<file path="config.mk">
export PLATFORM = sky130hd
export DESIGN_NAME = jts16b_sndlatch_flat
export DESIGN_NICKNAME = d
export VERILOG_FILES = /design/src/rtl/jts16b_sndlatch_if.sv /design/src/rtl/jts16b_sndlatch.sv /design/src/flat_wrapper.sv
export SDC_FILE = /design/constraint.sdc
export NUM_CORES = 1
export LEC_CHECK = 0
export CORE_ASPECT_RATIO = 1.75
export CORE_UTILIZATION = 59
export DETAILED_ROUTE_END_ITERATION = 12
export GPL_TIMING_DRIVEN = 0
export PLACE_DENSITY = 0.85
export REMOVE_ABC_BUFFERS = 1
export SETUP_SLACK_MARGIN = 0.2
export SLEW_MARGIN = 20
export SYNTH_ARGS = -nofsm -noshare
export SYNTH_HDL_FRONTEND = slang
export SYNTH_SLANG_ARGS = --single-unit
</file>
<file path="constraint.sdc">
create_clock -name clk -period 3.5 [get_ports clk]
set_input_delay 0.525 -clock clk [delete_from_list [all_inputs] [get_ports clk]]
set_output_delay 0.525 -clock clk [all_outputs]
set_load 0.05 [all_outputs]
</file>
<file path="src/rtl/jts16b_sndlatch_if.sv">
// rtl/jts16b_sndlatch_if.sv - main/sound CPU bus bundle for the sound command latch
//
// Purpose: groups the main-CPU side and the sound-CPU (mapper) side signals.
//   slave  modport : the latch itself
//   master modport : whoever drives the CPU strobes (board glue / testbench)
// Signals:
//   main_wr, main_din[7:0]  command write strobe (level) and byte
//   main_rd                 reply read strobe (level)
//   main_dout[7:0]          reply byte
//   main_full               command FIFO full
//   rply_pend               unread reply waiting
//   ovf, ovf_clr            sticky command-drop flag and its clear
//   snd_rd, snd_wr          sound CPU mapper read/write strobes (level)
//   snd_din[7:0]            reply byte from the sound CPU
//   snd_dout[7:0]           FIFO head byte
//   snd_obf                 FIFO not empty (sound Z80 /INT = ~snd_obf)
interface jts16b_sndlatch_if;
    logic       main_wr;
    logic [7:0] main_din;
    logic       main_rd;
    logic [7:0] main_dout;
    logic       main_full;
    logic       rply_pend;
    logic       ovf;
    logic       ovf_clr;
    logic       snd_rd;
    logic       snd_wr;
    logic [7:0] snd_din;
    logic [7:0] snd_dout;
    logic       snd_obf;

    modport slave (
        input  main_wr, main_din, main_rd, ovf_clr, snd_rd, snd_wr, snd_din,
        output main_dout, main_full, rply_pend, ovf, snd_dout, snd_obf
    );

    modport master (
        output main_wr, main_din, main_rd, ovf_clr, snd_rd, snd_wr, snd_din,
        input  main_dout, main_full, rply_pend, ovf, snd_dout, snd_obf
    );
endinterface

</file>
<file path="src/rtl/jts16b_sndlatch.sv">
// rtl/jts16b_sndlatch.sv - main->sound command FIFO with a one-byte reply register
//
// Purpose: the main CPU pushes command bytes into a DEPTH-entry FIFO that the
//   sound CPU drains through its mapper port; the sound CPU can leave a single
//   reply byte for the main CPU. All strobes are level signals and act once,
//   on one edge each. Every output is registered.
// Ports:
//   clk    system clock
//   rst_n  asynchronous active-low reset
//   bus    jts16b_sndlatch_if.slave (see the interface file for signal list)
// Parameters:
//   DEPTH  FIFO entries, power of two 2..16
//   AW     pointer width, log2(DEPTH)
module jts16b_sndlatch #(
    parameter int DEPTH = 4,
    parameter int AW    = 2
) (
    input  logic                     clk,
    input  logic                     rst_n,
    jts16b_sndlatch_if.slave         bus
);
    localparam logic [AW:0]   CNT_FULL = (AW+1)'(DEPTH);
    localparam logic [AW:0]   CNT_ONE  = (AW+1)'(1);
    localparam logic [AW:0]   CNT_ZERO = '0;
    localparam logic [AW-1:0] PTR_ONE  = AW'(1);

    logic [7:0]    mem_q [DEPTH];
    logic [7:0]    mem_d [DEPTH];
    logic [AW-1:0] wp_q, wp_d;
    logic [AW-1:0] rp_q, rp_d;
    logic [AW:0]   cnt_q, cnt_d;
    logic [7:0]    snd_dout_q, snd_dout_d;
    logic [7:0]    main_dout_q, main_dout_d;
    logic          rply_pend_q, rply_pend_d;
    logic          ovf_q, ovf_d;
    logic          snd_obf_q, snd_obf_d;
    logic          main_full_q, main_full_d;

    // Strobe history, one sample per clk
    logic          main_wr_l_q, main_wr_l_d;
    logic          main_rd_l_q, main_rd_l_d;
    logic          snd_rd_l_q, snd_rd_l_d;
    logic          snd_wr_l_q, snd_wr_l_d;

    logic push, pop, rload, rack;
    logic do_push, do_pop;

    always_comb begin
        // Pop acts on the falling edge of snd_rd so the head byte stays put
        // for the whole Z80 read cycle.
        push  = bus.main_wr & ~main_wr_l_q;
        pop   = ~bus.snd_rd & snd_rd_l_q;
        rload = bus.snd_wr  & ~snd_wr_l_q;
        rack  = ~bus.main_rd & main_rd_l_q;

        do_pop  = pop & (cnt_q != CNT_ZERO);
        // A full FIFO still accepts a push when a real pop frees a slot on the same edge.
        do_push = push & ((cnt_q != CNT_FULL) | do_pop);

        main_wr_l_d = bus.main_wr;
        main_rd_l_d = bus.main_rd;
        snd_rd_l_d  = bus.snd_rd;
        snd_wr_l_d  = bus.snd_wr;

        mem_d = mem_q;
        wp_d  = wp_q;
        rp_d  = rp_q;
        cnt_d = cnt_q;

        if (do_push) begin
            mem_d[wp_q] = bus.main_din;
            wp_d        = wp_q + PTR_ONE;
        end
        if (do_pop) begin
            rp_d = rp_q + PTR_ONE;
        end
        if (do_push && !do_pop) begin
            cnt_d = cnt_q + CNT_ONE;
        end else if (do_pop && !do_push) begin
            cnt_d = cnt_q - CNT_ONE;
        end

        // Outputs computed from the post-edge state; snd_dout freezes when empty.
        snd_obf_d   = (cnt_d != CNT_ZERO);
        main_full_d = (cnt_d == CNT_FULL);
        snd_dout_d  = (cnt_d != CNT_ZERO) ? mem_d[rp_d] : snd_dout_q;

        // Overflow set has priority over clear.
        ovf_d = ovf_q;
        if (push && !do_push) begin
            ovf_d = 1'b1;
        end else if (bus.ovf_clr) begin
            ovf_d = 1'b0;
        end

        // Reply load has priority over acknowledge.
        main_dout_d = main_dout_q;
        rply_pend_d = rply_pend_q;
        if (rload) begin
            main_dout_d = bus.snd_din;
            rply_pend_d = 1'b1;
        end else if (rack) begin
            rply_pend_d = 1'b0;
        end
    end

    always_ff @(posedge clk or negedge rst_n) begin
        if (!rst_n) begin
            mem_q       <= '{default: 8'h00};
            wp_q        <= '0;
            rp_q        <= '0;
            cnt_q       <= '0;
            snd_dout_q  <= 8'hFF;
            main_dout_q <= 8'h00;
            rply_pend_q <= 1'b0;
            ovf_q       <= 1'b0;
            snd_obf_q   <= 1'b0;
            main_full_q <= 1'b0;
            main_wr_l_q <= 1'b0;
            main_rd_l_q <= 1'b0;
            snd_rd_l_q  <= 1'b0;
            snd_wr_l_q  <= 1'b0;
        end else begin
            mem_q       <= mem_d;
            wp_q        <= wp_d;
            rp_q        <= rp_d;
            cnt_q       <= cnt_d;
            snd_dout_q  <= snd_dout_d;
            main_dout_q <= main_dout_d;
            rply_pend_q <= rply_pend_d;
            ovf_q       <= ovf_d;
            snd_obf_q   <= snd_obf_d;
            main_full_q <= main_full_d;
            main_wr_l_q <= main_wr_l_d;
            main_rd_l_q <= main_rd_l_d;
            snd_rd_l_q  <= snd_rd_l_d;
            snd_wr_l_q  <= snd_wr_l_d;
        end
    end

    assign bus.snd_dout  = snd_dout_q;
    assign bus.snd_obf   = snd_obf_q;
    assign bus.main_full = main_full_q;
    assign bus.main_dout = main_dout_q;
    assign bus.rply_pend = rply_pend_q;
    assign bus.ovf       = ovf_q;
endmodule

</file>
<file path="src/flat_wrapper.sv">
// flat-port wrapper written by rule: the top's interface ports become plain ports
module jts16b_sndlatch_flat 
#(
    parameter int DEPTH = 4,
    parameter int AW    = 2
)
  (clk, rst_n, bus_main_wr, bus_main_din, bus_main_rd, bus_ovf_clr, bus_snd_rd, bus_snd_wr, bus_snd_din, bus_main_dout, bus_main_full, bus_rply_pend, bus_ovf, bus_snd_dout, bus_snd_obf);
  jts16b_sndlatch_if bus_i ();
  input  logic clk;
  input  logic rst_n;
  input wire logic [$bits(bus_i.main_wr)-1:0] bus_main_wr;
  input wire logic [$bits(bus_i.main_din)-1:0] bus_main_din;
  input wire logic [$bits(bus_i.main_rd)-1:0] bus_main_rd;
  input wire logic [$bits(bus_i.ovf_clr)-1:0] bus_ovf_clr;
  input wire logic [$bits(bus_i.snd_rd)-1:0] bus_snd_rd;
  input wire logic [$bits(bus_i.snd_wr)-1:0] bus_snd_wr;
  input wire logic [$bits(bus_i.snd_din)-1:0] bus_snd_din;
  output wire logic [$bits(bus_i.main_dout)-1:0] bus_main_dout;
  output wire logic [$bits(bus_i.main_full)-1:0] bus_main_full;
  output wire logic [$bits(bus_i.rply_pend)-1:0] bus_rply_pend;
  output wire logic [$bits(bus_i.ovf)-1:0] bus_ovf;
  output wire logic [$bits(bus_i.snd_dout)-1:0] bus_snd_dout;
  output wire logic [$bits(bus_i.snd_obf)-1:0] bus_snd_obf;
  assign bus_i.main_wr = bus_main_wr;
  assign bus_i.main_din = bus_main_din;
  assign bus_i.main_rd = bus_main_rd;
  assign bus_i.ovf_clr = bus_ovf_clr;
  assign bus_i.snd_rd = bus_snd_rd;
  assign bus_i.snd_wr = bus_snd_wr;
  assign bus_i.snd_din = bus_snd_din;
  assign bus_main_dout = bus_i.main_dout;
  assign bus_main_full = bus_i.main_full;
  assign bus_rply_pend = bus_i.rply_pend;
  assign bus_ovf = bus_i.ovf;
  assign bus_snd_dout = bus_i.snd_dout;
  assign bus_snd_obf = bus_i.snd_obf;
  jts16b_sndlatch #(.DEPTH(DEPTH), .AW(AW)) u_core (.clk(clk), .rst_n(rst_n), .bus(bus_i));
endmodule
</file>
# After elaboration in Yosys (flattened, before gate mapping)
# Index checks and enable logic that the tools add are counted.
[op_classes]
n_bitwise = 13
addsub = 4
n_reduce_logical = 10
n_mux = 14
n_eq_ne = 2
order_cmp = 3
[ops]
columns = ["op", "count"]
rows = [
  ["$bwmux 32", 1],
  ["$mux 32", 1],
  ["$mux 8", 3],
  ["$bmux 8 s2", 1],
  ["$demux 8 s2", 1],
  ["$and 1x1->1", 6],
  ["$ge 3x3->1 const B", 2],
  ["$mux 3", 2],
  ["$not 2->3", 2],
  ["$reduce_bool 3->1", 2],
  ["$add 2x1->2 const B", 2],
  ["$logic_and 1x1->1", 4],
  ["$mux 1", 4],
  ["$not 1->1", 4],
  ["$reduce_bool 2->1", 2],
  ["$add 3x1->3 const B", 1],
  ["$eq 3x3->1 const B", 1],
  ["$lt 3x1->1 const B", 1],
  ["$ne 3x3->1 const B", 1],
  ["$sub 3x1->3 const B", 1],
  ["$logic_not 1->1", 2],
  ["$mux 2", 1],
  ["$or 1x1->1", 1],
]
[totals]
out_inout_bits = 20
regBits = 63
input_bits = 23
elab_cells = 63

# Logic depth before layout (Yosys ltp)
# Gate-level depths: netlist (run 1).
[logic_depth]
ltp_word = 10
ltp_mapped = 10
ltp_nobuf = 8

# Least setup slack after synthesis (run 1)
# OpenSTA, ideal clock, no wires.
[synth_timing]
path_kind = "register to register"
from = "reg u_core.cnt_q[0]"
to = "reg u_core.snd_dout_q[0] (netlist: u_core.bus.snd_dout[0])"
setup_ns = 0.087
path_slack_ns = 1.428
period_less_slack_ns = 2.072
path_buffers = 2
t_arrival_ns = 1.985
stages_incl_launch_ff = 10
cell_sequence = "dfrtp_1 > inv_1 > ha_1 > and2b_2 > or3_1 > buf_2 > buf_6 > a221o_1 > o211ai_1 > a31oi_1"
[synth_between]
elab_chain_len = 9
[synth_lines]
columns = ["element", "line_no", "text"]
rows = [
  ["start, declared", "jts16b_sndlatch.sv:31", "logic [AW:0] cnt_q, cnt_d;"],
  ["start signal, assigned", "jts16b_sndlatch.sv:127", "cnt_q <= cnt_d;"],
  ["parallel branches: the longest is 9 deep, another holds $mux 32", "--", ""],
  ["end signal, assigned", "jts16b_sndlatch.sv:128", "snd_dout_q <= snd_dout_d;"],
  ["end, declared", "jts16b_sndlatch.sv:32", "logic [7:0] snd_dout_q, snd_dout_d;"],
]
# Parallel ways; which one is timed is not known. The select of a mux whose other input is x is not followed.
# A chain may end at the register's enable or synchronous reset.

# Worst setup path after layout (run 1)
[layout_timing]
from = "reg u_core.cnt_q[0]"
to = "reg u_core.snd_dout_q[3] (netlist: u_core.bus.snd_dout[3])"
# Same word-level chain as after synthesis.

==> results.md, run 1 <==
* Chain of cells forming the critical path: inv_1 -> ha_1 -> and2_1 -> nor3_1 -> or4_1 -> a22o_1 -> a31oi_1
* Total power density per cell area at 941 nW/um2
* Number of register bits inferred by synthesis at 63
* Final-report hold violation count at 0
* Layout Nets at 325
* Crit path launch type: flip-flop
* Quantity of hold-fixing buffers added after cts at 0
* Clock tree from TritonCTS: built
* P&R area growth vs syn at 21.1%
* Cell type contributing the most total cell area after synthesis: dfrtp_1
* Area of the die at 5580 um2
* Worst path max stage delay at 0.69 ns
* Post-DR wirelength/cell at 19.2 um
* 1st-pass router iterations at 9
* Number of routed nets with antenna violations at 0
* Synthesis Warnings at 0
* Worst vdd rail ir drop at 0.542 mV
* Final critical-path required period at 2.96 ns
* DRT Wirelength at 6.80 mm
* Type of the tightest min-delay check: in2async
* Most common library cell in the layout ignoring fill and taps: dfrtp_1
* Post-route cell area at 3760 um2
* Total overflow reported by the global router at 0
* Detail-routed via count per cell at 6.69
* Number of sinks handled by clock tree synthesis at 63
* Row count at 34
* Clock latency of the later-clocked register in the worst-skew pair at 0.33 ns
* Top cell type's share of synthesized area at 0.443
* Setup crit end kind: flip-flop
* Data arrival time of the critical path at 3.20 ns
* Synth area leaders: dfrtp_1 (44%), mux2_2 (9.1%), dfstp_2 (6.8%)
* Fraction of layout cells with a size suffix above 1 at 0.210
* Number of port buffers at 42
* Primary FF master, synth: dfrtp_1
* Final critical-path share of the clock period at 0.846
* Result of the run: finished, violations left
* Setup Skew at 0.00663 ns
* Netlist area before placement at 3110 um2
* GRT Resource Usage Total at 0.271
* Highest net fanout along the worst path at 20
* Number of buffers created by CTS at 9
* Post_cts resized at 0
* Antenna fix cells at 0
* Worst-path cell with the longest stage delay: and2_1
* Syn avg cell area at 12.1 um2
* Fraction of synthesis flops using an asynchronous set or reset pin at 1.00
* Max-slew violation count at 0
* Cell type group with the largest total delay on the critical path: simple AND/OR/NAND/NOR gates
* Distinct cells, synth at 45
* Critical path class: reg2reg
* Antenna violations before repair at 0
* Die Wd at 56.9 um
* Number of buffer and inverter instances along the worst setup path at 1
* Initial Util at 0.619
* Instance area at placement at 3510 um2
* Number of synthesized flops with an enable pin at 0
* Power Total at 0.00354 W
* Detailed Place HPWL at 4.66 mm
* Max-cap violations at 0
* Share of the yosys chip area belonging to registers at 0.510
* Leakage power summed over all cells at 1.58 nW
* Global placement routability congestion at 0.817
* Clock Root Buffer: clkbuf_8
* Placed Cells at 337
* Level count of the clock H-tree at 3
* Pin count of the biggest net entering global routing at 46
* DRC violation count after routing at 10
* # Post-CTS Setup Buffers at 0
* Drt initial violations at 112
* Vias in the first global route at 2,417
* Most used cells in the layout excluding fill and tap cells: dfrtp_1 (55), clkdlybuf4s50_1 (41), mux2_2 (25)
* Critical Path RT at 3.74 ns
* Final Non-Filler Cells at 354
* Unrepaired setup endpoints after global routing: false
* Number of setup violations in the final report at 0
* Number of instances in the synthesized netlist at 258
* Core footprint at 5020 um2
* Die Y-Extent at 98.0 um
* Peak Freq at 0.338 GHz
* Post-Route Setup TNS at 0 ns
* Violated checks: DRC
* Boundary Pins at 43
* Vias post-DR at 2,367
* Slew of the pin with the lowest slew margin at 0.876 ns
* Clock slew at reported path FFs at 0.07 ns
* Relative slew slack at 0.416
* Wire length of the first global-routing pass at 11.5 mm
* Buffer levels on the longest clock path at 2
## where the power goes
| part | internal [W] | switching (W) | leakage, nW |
|---|---|---|---|
| sequential | 0.00107 | 0.000157 | 0.747 |
| combinational | 0.000630 | 0.000925 | 0.718 |
| clock | 0.000474 | 0.000289 | 0.112 |
| total | 0.00217 | 0.00137 | 1.58 |
## path summary, 6_finish.rpt
kind	start	end	slack, ns	cells after the start
max	u_core.cnt_q[0]	u_core.bus.snd_dout[3]	0.54	7
min	rst_n	u_core.main_wr_l_q	0.06	1
max reg2reg	u_core.cnt_q[0]	u_core.bus.snd_dout[3]	0.54	7
min reg2reg	u_core.mem_q[7]	u_core.mem_q[7]	0.48	1
max in group asynchronous	rst_n	u_core.bus.snd_dout[1]	2.87	2
min in group clk	u_core.mem_q[7]	u_core.mem_q[7]	0.48	1
## registers in the layout, summed over array words and instances, names as in the netlist, 2 cells and up
name                  count
u_core.wp_q               2
u_core.bus.snd_dout       8
u_core.mem_q             32
u_core.rp_q               2
u_core.bus.main_dout      8
u_core.cnt_q              3
## kinds of logic (layout without fill, tap and decap cells)
family                   after synthesis  in the layout  synth area share
XOR/XNOR                               3              3            0.0109
AND/OR/NAND/NOR                       41             41            0.0761
buffers and inverters                 26             68            0.0439
AO/OA/AOI/OAI                         92             92             0.237
multiplexers                          26             26            0.0938
flip-flops                            63             63             0.510
adder cells (fa/ha/maj)                7              7            0.0282
## layout make-up
cell class | instances | area [um2]
Clock buffer | 9 | 124
Clock inverter | 7 | 121
Fill cell | 356 | 1250
Inverter | 7 | 26.3
Multi-Input combinational cell | 169 | 1390
Sequential cell | 63 | 1590
Tap cell | 54 | 67.6
Timing Repair Buffer | 45 | 453
## metal layers
layer / GRT usage / part of all wire / vias up
li1: - / - / 1071
met2: 0.458 / 0.53 / 113
met4: 0.148 / 0.023 / 0
met1: 0.316 / 0.38 / 1170
met3: 0.0570 / 0.070 / 13
met5: 0 / 0 / -
## per-stage QoR
stage | utilization | hold WS [ns] | worst slack [ns]
finish | 0.750 | 0.0608 | 0.539
global route | 0.750 | 0.0638 | 0.382
CTS | 0.749 | 0.0528 | 0.535
detailed placement | 0.700 | 0.418 | 0.456
global placement | 0.695 | 0.458 | -0.0466
floorplan | - | 0.229 | 1.16
## Yosys cell counts (2+ instances only)
cell,count
a21o_1,17
buf_6,3
mux2_2,25
nor4b_1,2
and2_1,2
buf_2,7
nor4_1,2
o21ai_1,2
a221o_1,16
nand2b_1,2
a31oi_1,8
o211ai_1,18
ha_1,7
clkbuf_1,6
dfstp_2,8
or3_1,2
xnor2_1,2
a211oi_1,16
buf_4,2
inv_1,6
dfrtp_1,55
o211ai_2,2
nand2_1,19
a221oi_1,8
(Power assumes the default switching activity.)
==> inputs of run 2 (changes only) <==
CORE_UTILIZATION = 49   (was 59)
PLACE_DENSITY = 0.75   (was 0.85)
clock period = 2.51 ns   (was 3.5 ns; I/O delays follow)
==> results.md, run 2 (synthesis results as in run 1) <==
* Portion of total power attributed to combinational logic at 0.485
* Number of sinks handled by clock tree synthesis at 63
* Antenna violations before repair at 0
* Number of filler instances in the final layout at 503
* Detail-routed via count per cell at 6.31
* Antenna fix cells at 0
* Most common library cell in the layout ignoring fill and taps: dfrtp_1
* GR Layer Usage met1 at 0.278
* Die Y-Extent at 107 um
* Setup Skew at 0.00980 ns
* DRT Wirelength at 7.65 mm
* Number of flip-flops in the largest register at 32
* Total power density per cell area at 1240 nW/um2
* Vias in the first global route at 2,501
* Final critical-path share of the clock period at 0.879
* Max-cap violations at 0
* Global placement routability congestion at 0.806
* Row count at 38
* 1st-pass router iterations at 4
* Max-slew violation count at 0
* P&R area growth vs syn at 26.4%
* Clock tree from TritonCTS: built
* Met2 Usage GRT at 0.401
* Reg with most FFs: u_core.mem_q
* Initial Util at 0.503
* Peak Freq at 0.453 GHz
* GRT Resource Usage Total at 0.245
* Unrepaired setup endpoints after global routing: false
* Highest net fanout along the worst path at 8
* Most used cells in the layout excluding fill and tap cells: dfrtp_1 (54), clkdlybuf4s50_1 (41), mux2_2 (25)
* Worst Reg2Reg Path Length in Cells at 7
* Clock latency of the later-clocked register in the worst-skew pair at 0.34 ns
* Post-DR wirelength/cell at 19.7 um
* Post-Route Hold Slack at 0.448 ns
* Power Total at 0.00489 W
* Level count of the clock H-tree at 3
* Type of the tightest min-delay check: in2async
* Number of port buffers at 42
* Clock share of power at 0.159
* DRC violation count after routing at 0
* Layout Nets at 334
* Critical Path RT at 2.77 ns
* Core footprint at 6180 um2
* Clock slew at reported path FFs at 0.07 ns
* Die Wd at 62.2 um
* Clock Root Buffer: clkbuf_8
* Internal power consumption at 0.00291 W
* Busiest layer in global routing: met2
* Pin count of the biggest net entering global routing at 48
* Critical path class: in2reg
* Sequential power share at 0.356
* Critical R2R Capture: u_core.bus.snd_dout[7]
* Area of the die at 6680 um2
* Buffer levels on the longest clock path at 2
* Number of buffers created by CTS at 9
* Result of the run: completed
* Vias post-DR at 2,455
* NetSw at 0.00198 W
* Leakage power summed over all cells at 1.61 nW
* Boundary Pins at 43
* Setup crit end kind: flip-flop
* Fraction of power spent switching nets at 0.406
* Fraction of met3 tracks used by global routing at 0.0477
* Drt initial violations at 196
* Slew of the pin with the lowest slew margin at 0.726 ns
* Worst vdd rail ir drop at 0.586 mV
* Final critical-path required period at 2.21 ns
* R2R Setup Slk at 0.30 ns
* Detailed Place HPWL at 4.73 mm
* Relative slew slack at 0.515
* Fraction of layout cells with a size suffix above 1 at 0.269
* Total overflow reported by the global router at 0
* Final-report hold violation count at 0
* Wire length of the first global-routing pass at 12.2 mm
* Number of routed nets with antenna violations at 0
* Launch point of the worst reg-to-reg path: u_core.cnt_q[0]
* Crit path launch type: input pin
* Data arrival time of the critical path at 2.46 ns
* Number of setup violations in the final report at 0
[run 2: cell count changes in the layout (fill, tap and decap cells not counted), moves of 3 or more]
cell        previous run  this run
clkinvlp_4             3         0
bufinv_16              3         0
buf_4                  2         8
clkbuf_1               0         4
[run 2: routing by layer]
metal,share of wire,up-vias
met1,0.38,1231
met5,0,-
met4,0.031,0
li1,-,1097
met2,0.53,110
met3,0.058,17
[run 2: critical path: stages]
cell,delay (ns)
clkdlybuf4s50_1,0.61
and2b_1,0.32
o211ai_4,0.45
mux2_2,0.42
o211ai_1,0.19
a31oi_1,0.11
[run 2: cell type report]
cell class / instances / area [um2] / area share
clock buffers: 15 / 166 / 0.0424
clock inverters: 1 / 5.00 / 0.00127
multi-input cells: 172 / 1530 / 0.390
well taps: 80 / 100 / 0.0255
repair buffers: 51 / 508 / 0.129
flip-flops and latches: 63 / 1590 / 0.404
inverters: 7 / 27.5 / 0.00701
[run 2: what timing repair did]
action                                 in CTS  in global routing
hold buffers                                1                  0
endpoints found under the hold margin      14                  0
resized for setup                          17                 11
gates cloned                                1                  2
setup buffers                               1                  4
pin swaps                                   1                  2
setup endpoints to repair                  12                 10
[run 2: power by group through the flow]
stage / clock network [W] / logic (W) / registers [W]
after floorplan: 0 / 0.00119 / 0.00204
after global placement: 0 / 0.00210 / 0.00170
after detailed placement: 0 / 0.00216 / 0.00172
after CTS: 0.000800 / 0.00227 / 0.00172
after global routing: 0.000844 / 0.00255 / 0.00178
final: 0.000780 / 0.00237 / 0.00174
[run 2: worst max path at each step]
| stage | from | to | slack (ns) | depth (start not counted) |
|---|---|---|---|---|
| final | bus_snd_rd | u_core.bus.snd_dout[1] | 0.30 | 6 |
| after global routing | u_core.cnt_q[0] | u_core.bus.snd_dout[6] | 0.20 | 7 |
| after CTS | u_core.cnt_q[0] | u_core.bus.snd_dout[1] | 0.19 | 7 |
| after detailed placement | bus_main_wr | u_core.bus.snd_dout[7] | -0.51 | 6 |
| after global placement | rst_n | u_core.bus.ovf | -1.01 | 1 |
| after floorplan | u_core.cnt_q[0] | u_core.bus.snd_dout[7] | 0.17 | 7 |
[run 2: per-stage QoR]
stage | cell area [um2] | worst slack, ns | util | TNS (ns) | cells
after CTS | 3830 | 0.193 | 0.620 | 0 | 383
final | 3930 | 0.304 | 0.636 | 0 | 389
after global placement | 3520 | -1.01 | 0.569 | -61.43 | 361
after floorplan | 3000 | 0.168 | - | 0 | 239
after detailed placement | 3560 | -0.513 | 0.576 | -4.60 | 364
after global routing | 3930 | 0.199 | 0.636 | 0 | 389
==> inputs of run 3 (changes only) <==
GPL_TIMING_DRIVEN = default   (was 0)
clock period = 2 ns   (was 2.51 ns; I/O delays follow)
==> results.md, run 3 (synthesis results as in run 1) <==
* Drt initial violations at 130
* Pin count of the biggest net entering global routing at 64
* Critical path class: reg2reg
* GRT Resource Usage Total at 0.253
* Number of flip-flops in the largest register at 32
* Row count at 38
* 1st-pass router iterations at 4
* Clock latency of the later-clocked register in the worst-skew pair at 0.35 ns
* Instance area at placement at 3880 um2
* Clock slew at reported path FFs at 0.07 ns
* Level count of the clock H-tree at 3
* Worst vdd rail ir drop at 0.753 mV
* Most common library cell in the layout ignoring fill and taps: dfrtp_1
* Data arrival time of the critical path at 2.45 ns
* Type of the tightest min-delay check: in2reg
* Final critical-path share of the clock period at 1.09
* Core footprint at 6180 um2
* Buffer levels on the longest clock path at 2
* Detailed Place HPWL at 5.28 mm
* Global placement routability congestion at 0.850
* Critical Path RT at 2.27 ns
* Antenna fix cells at 0
* Relative slew slack at 0.658
* Number of routed nets with antenna violations at 0
* Post-DR wirelength/cell at 18.8 um
* Post-route cell area at 4380 um2
* Area of the die at 6680 um2
* Number of buffers created by CTS at 9
* Max-slew violation count at 0
* Chain of cells forming the critical path: inv_2 -> ha_4 -> and2_2 -> nor4_1 -> o21ai_1 -> buf_4 -> a221oi_4 -> a31oi_2
* Reg with most FFs: u_core.mem_q
* Number of buffer and inverter instances along the worst setup path at 2
* Clock tree from TritonCTS: built
* Fraction of layout cells with a size suffix above 1 at 0.393
* Unrepaired setup endpoints after global routing: true
* Final-report hold violation count at 0
* Boundary Pins at 43
* Post-Route Hold Slack at 0.408 ns
* Die Y-Extent at 107 um
* Power Total at 0.00699 W
* Wire length of the first global-routing pass at 12.7 mm
* Total overflow reported by the global router at 0
* Worst-path cell with the longest stage delay: nor4_1
* Peak Freq at 0.458 GHz
* Result of the run: finished, violations left
* Total power density per cell area at 1600 nW/um2
* Antenna violations before repair at 0
* Number of port buffers at 42
* Max-cap violations at 0
* Worst path max stage delay at 0.46 ns
* Setup Skew at 0.0112 ns
* Number of sinks handled by clock tree synthesis at 63
* Layout Nets at 374
* Most used cells in the layout excluding fill and tap cells: dfrtp_1 (55), buf_4 (39), mux2_2 (25)
* Clock Root Buffer: clkbuf_8
* P&R area growth vs syn at 40.8%
* DRT Wirelength at 8.06 mm
* Slew of the pin with the lowest slew margin at 0.509 ns
* Die Wd at 62.2 um
* Worst-case setup margin in the final layout at -0.182 ns
* DRC violation count after routing at 0
* Vias in the first global route at 2,596
* Setup crit end kind: flip-flop
* Violated checks: setup timing
* Leakage power summed over all cells at 1.93 nW
* Crit path launch type: flip-flop
* Vias post-DR at 2,548
* Highest net fanout along the worst path at 9
* Initial Util at 0.503
* Final critical-path required period at 2.18 ns
* Detail-routed via count per cell at 5.94
* Number of setup violations in the final report at 8
* Cell type group with the largest total delay on the critical path: simple AND/OR/NAND/NOR gates
==> run 3: cell types whose count changed in the layout (fill, tap and decap cells not counted), sizes merged <==
cell | previous run | this run
clkbuf | 15 | 13
nand2b | 4 | 3
and2 | 3 | 2
bufinv | 0 | 2
buf | 9 | 54
clkdlybuf4s50 | 41 | 21
dlygate4sd2 | 0 | 15
dlymetal6s2s | 0 | 2
a22o | 1 | 2
or4 | 2 | 1
==> run 3: report_power, final <==
part / total, W / internal [W] / switching, W
Sequential: 0.00216 / 0.00187 / 0.000292
Clock: 0.00130 / 0.000803 / 0.000496
Combinational: 0.00353 / 0.00161 / 0.00192
Total: 0.00699 / 0.00428 / 0.00271
==> run 3: final cells by class <==
class	count	area, um2
Clock inverter	3	65.1
Multi-Input combinational cell	170	1570
Tap cell	80	100
Sequential cell	63	1590
Clock buffer	13	169
Inverter	7	27.5
Fill cell	439	1800
Timing Repair Buffer	93	866
==> run 3: per-layer routing <==
layer,part of all wire,vias to the layer above,track usage,wire length [um]
met3,0.033,17,0.0519,269
met4,0.032,0,0.161,261
li1,-,1171,-,-
met2,0.54,76,0.434,4320
met5,0,-,0,0
met1,0.40,1284,0.285,3210
==> run 3: stage by stage <==
stage | util | TNS, ns | std cells | setup WS (ns)
detailed placement | 0.628 | -2.68 | 406 | -0.320
finish | 0.709 | -1.00 | 429 | -0.182
CTS | 0.686 | -0.0754 | 426 | -0.0304
floorplan | - | -3.14 | 239 | -0.342
global route | 0.709 | -1.69 | 429 | -0.259
global placement | 0.628 | -2.33 | 406 | -0.264
==> run 3: worst reg2reg max path, stage by stage, from the launching register on <==
cell and delay [ns]:
dfrtp_1 0.37, inv_2 0.06, ha_4 0.17, and2_2 0.24, nor4_1 0.46, o21ai_1 0.21
buf_4 0.24, a221oi_4 0.29, a31oi_2 0.07
==> run 3: repair_timing <==
item / in CTS / in global routing
pin swaps: 5 / 18
cloned: 0 / 1
hold buffers: 1 / 0
gates resized for setup: 40 / 23
buffers inserted: 3 / 2
endpoints found under the setup margin: 28 / 15
endpoints found under the hold margin: 55 / 0
==> run 3: final timing paths <==
check / startpoint / to / slack (ns) / cells past startpoint
max: u_core.cnt_q[1] / u_core.bus.snd_dout[4] / -0.18 / 8
min: bus_snd_wr / u_core.snd_wr_l_q / 0.41 / 1
max reg2reg: u_core.cnt_q[1] / u_core.bus.snd_dout[4] / -0.18 / 8
min reg2reg: u_core.mem_q[7] / u_core.mem_q[7] / 0.48 / 1
max in group asynchronous: rst_n / u_core.bus.snd_dout[3] / 1.19 / 3
min in group asynchronous: rst_n / u_core.mem_q[9] / 0.49 / 3
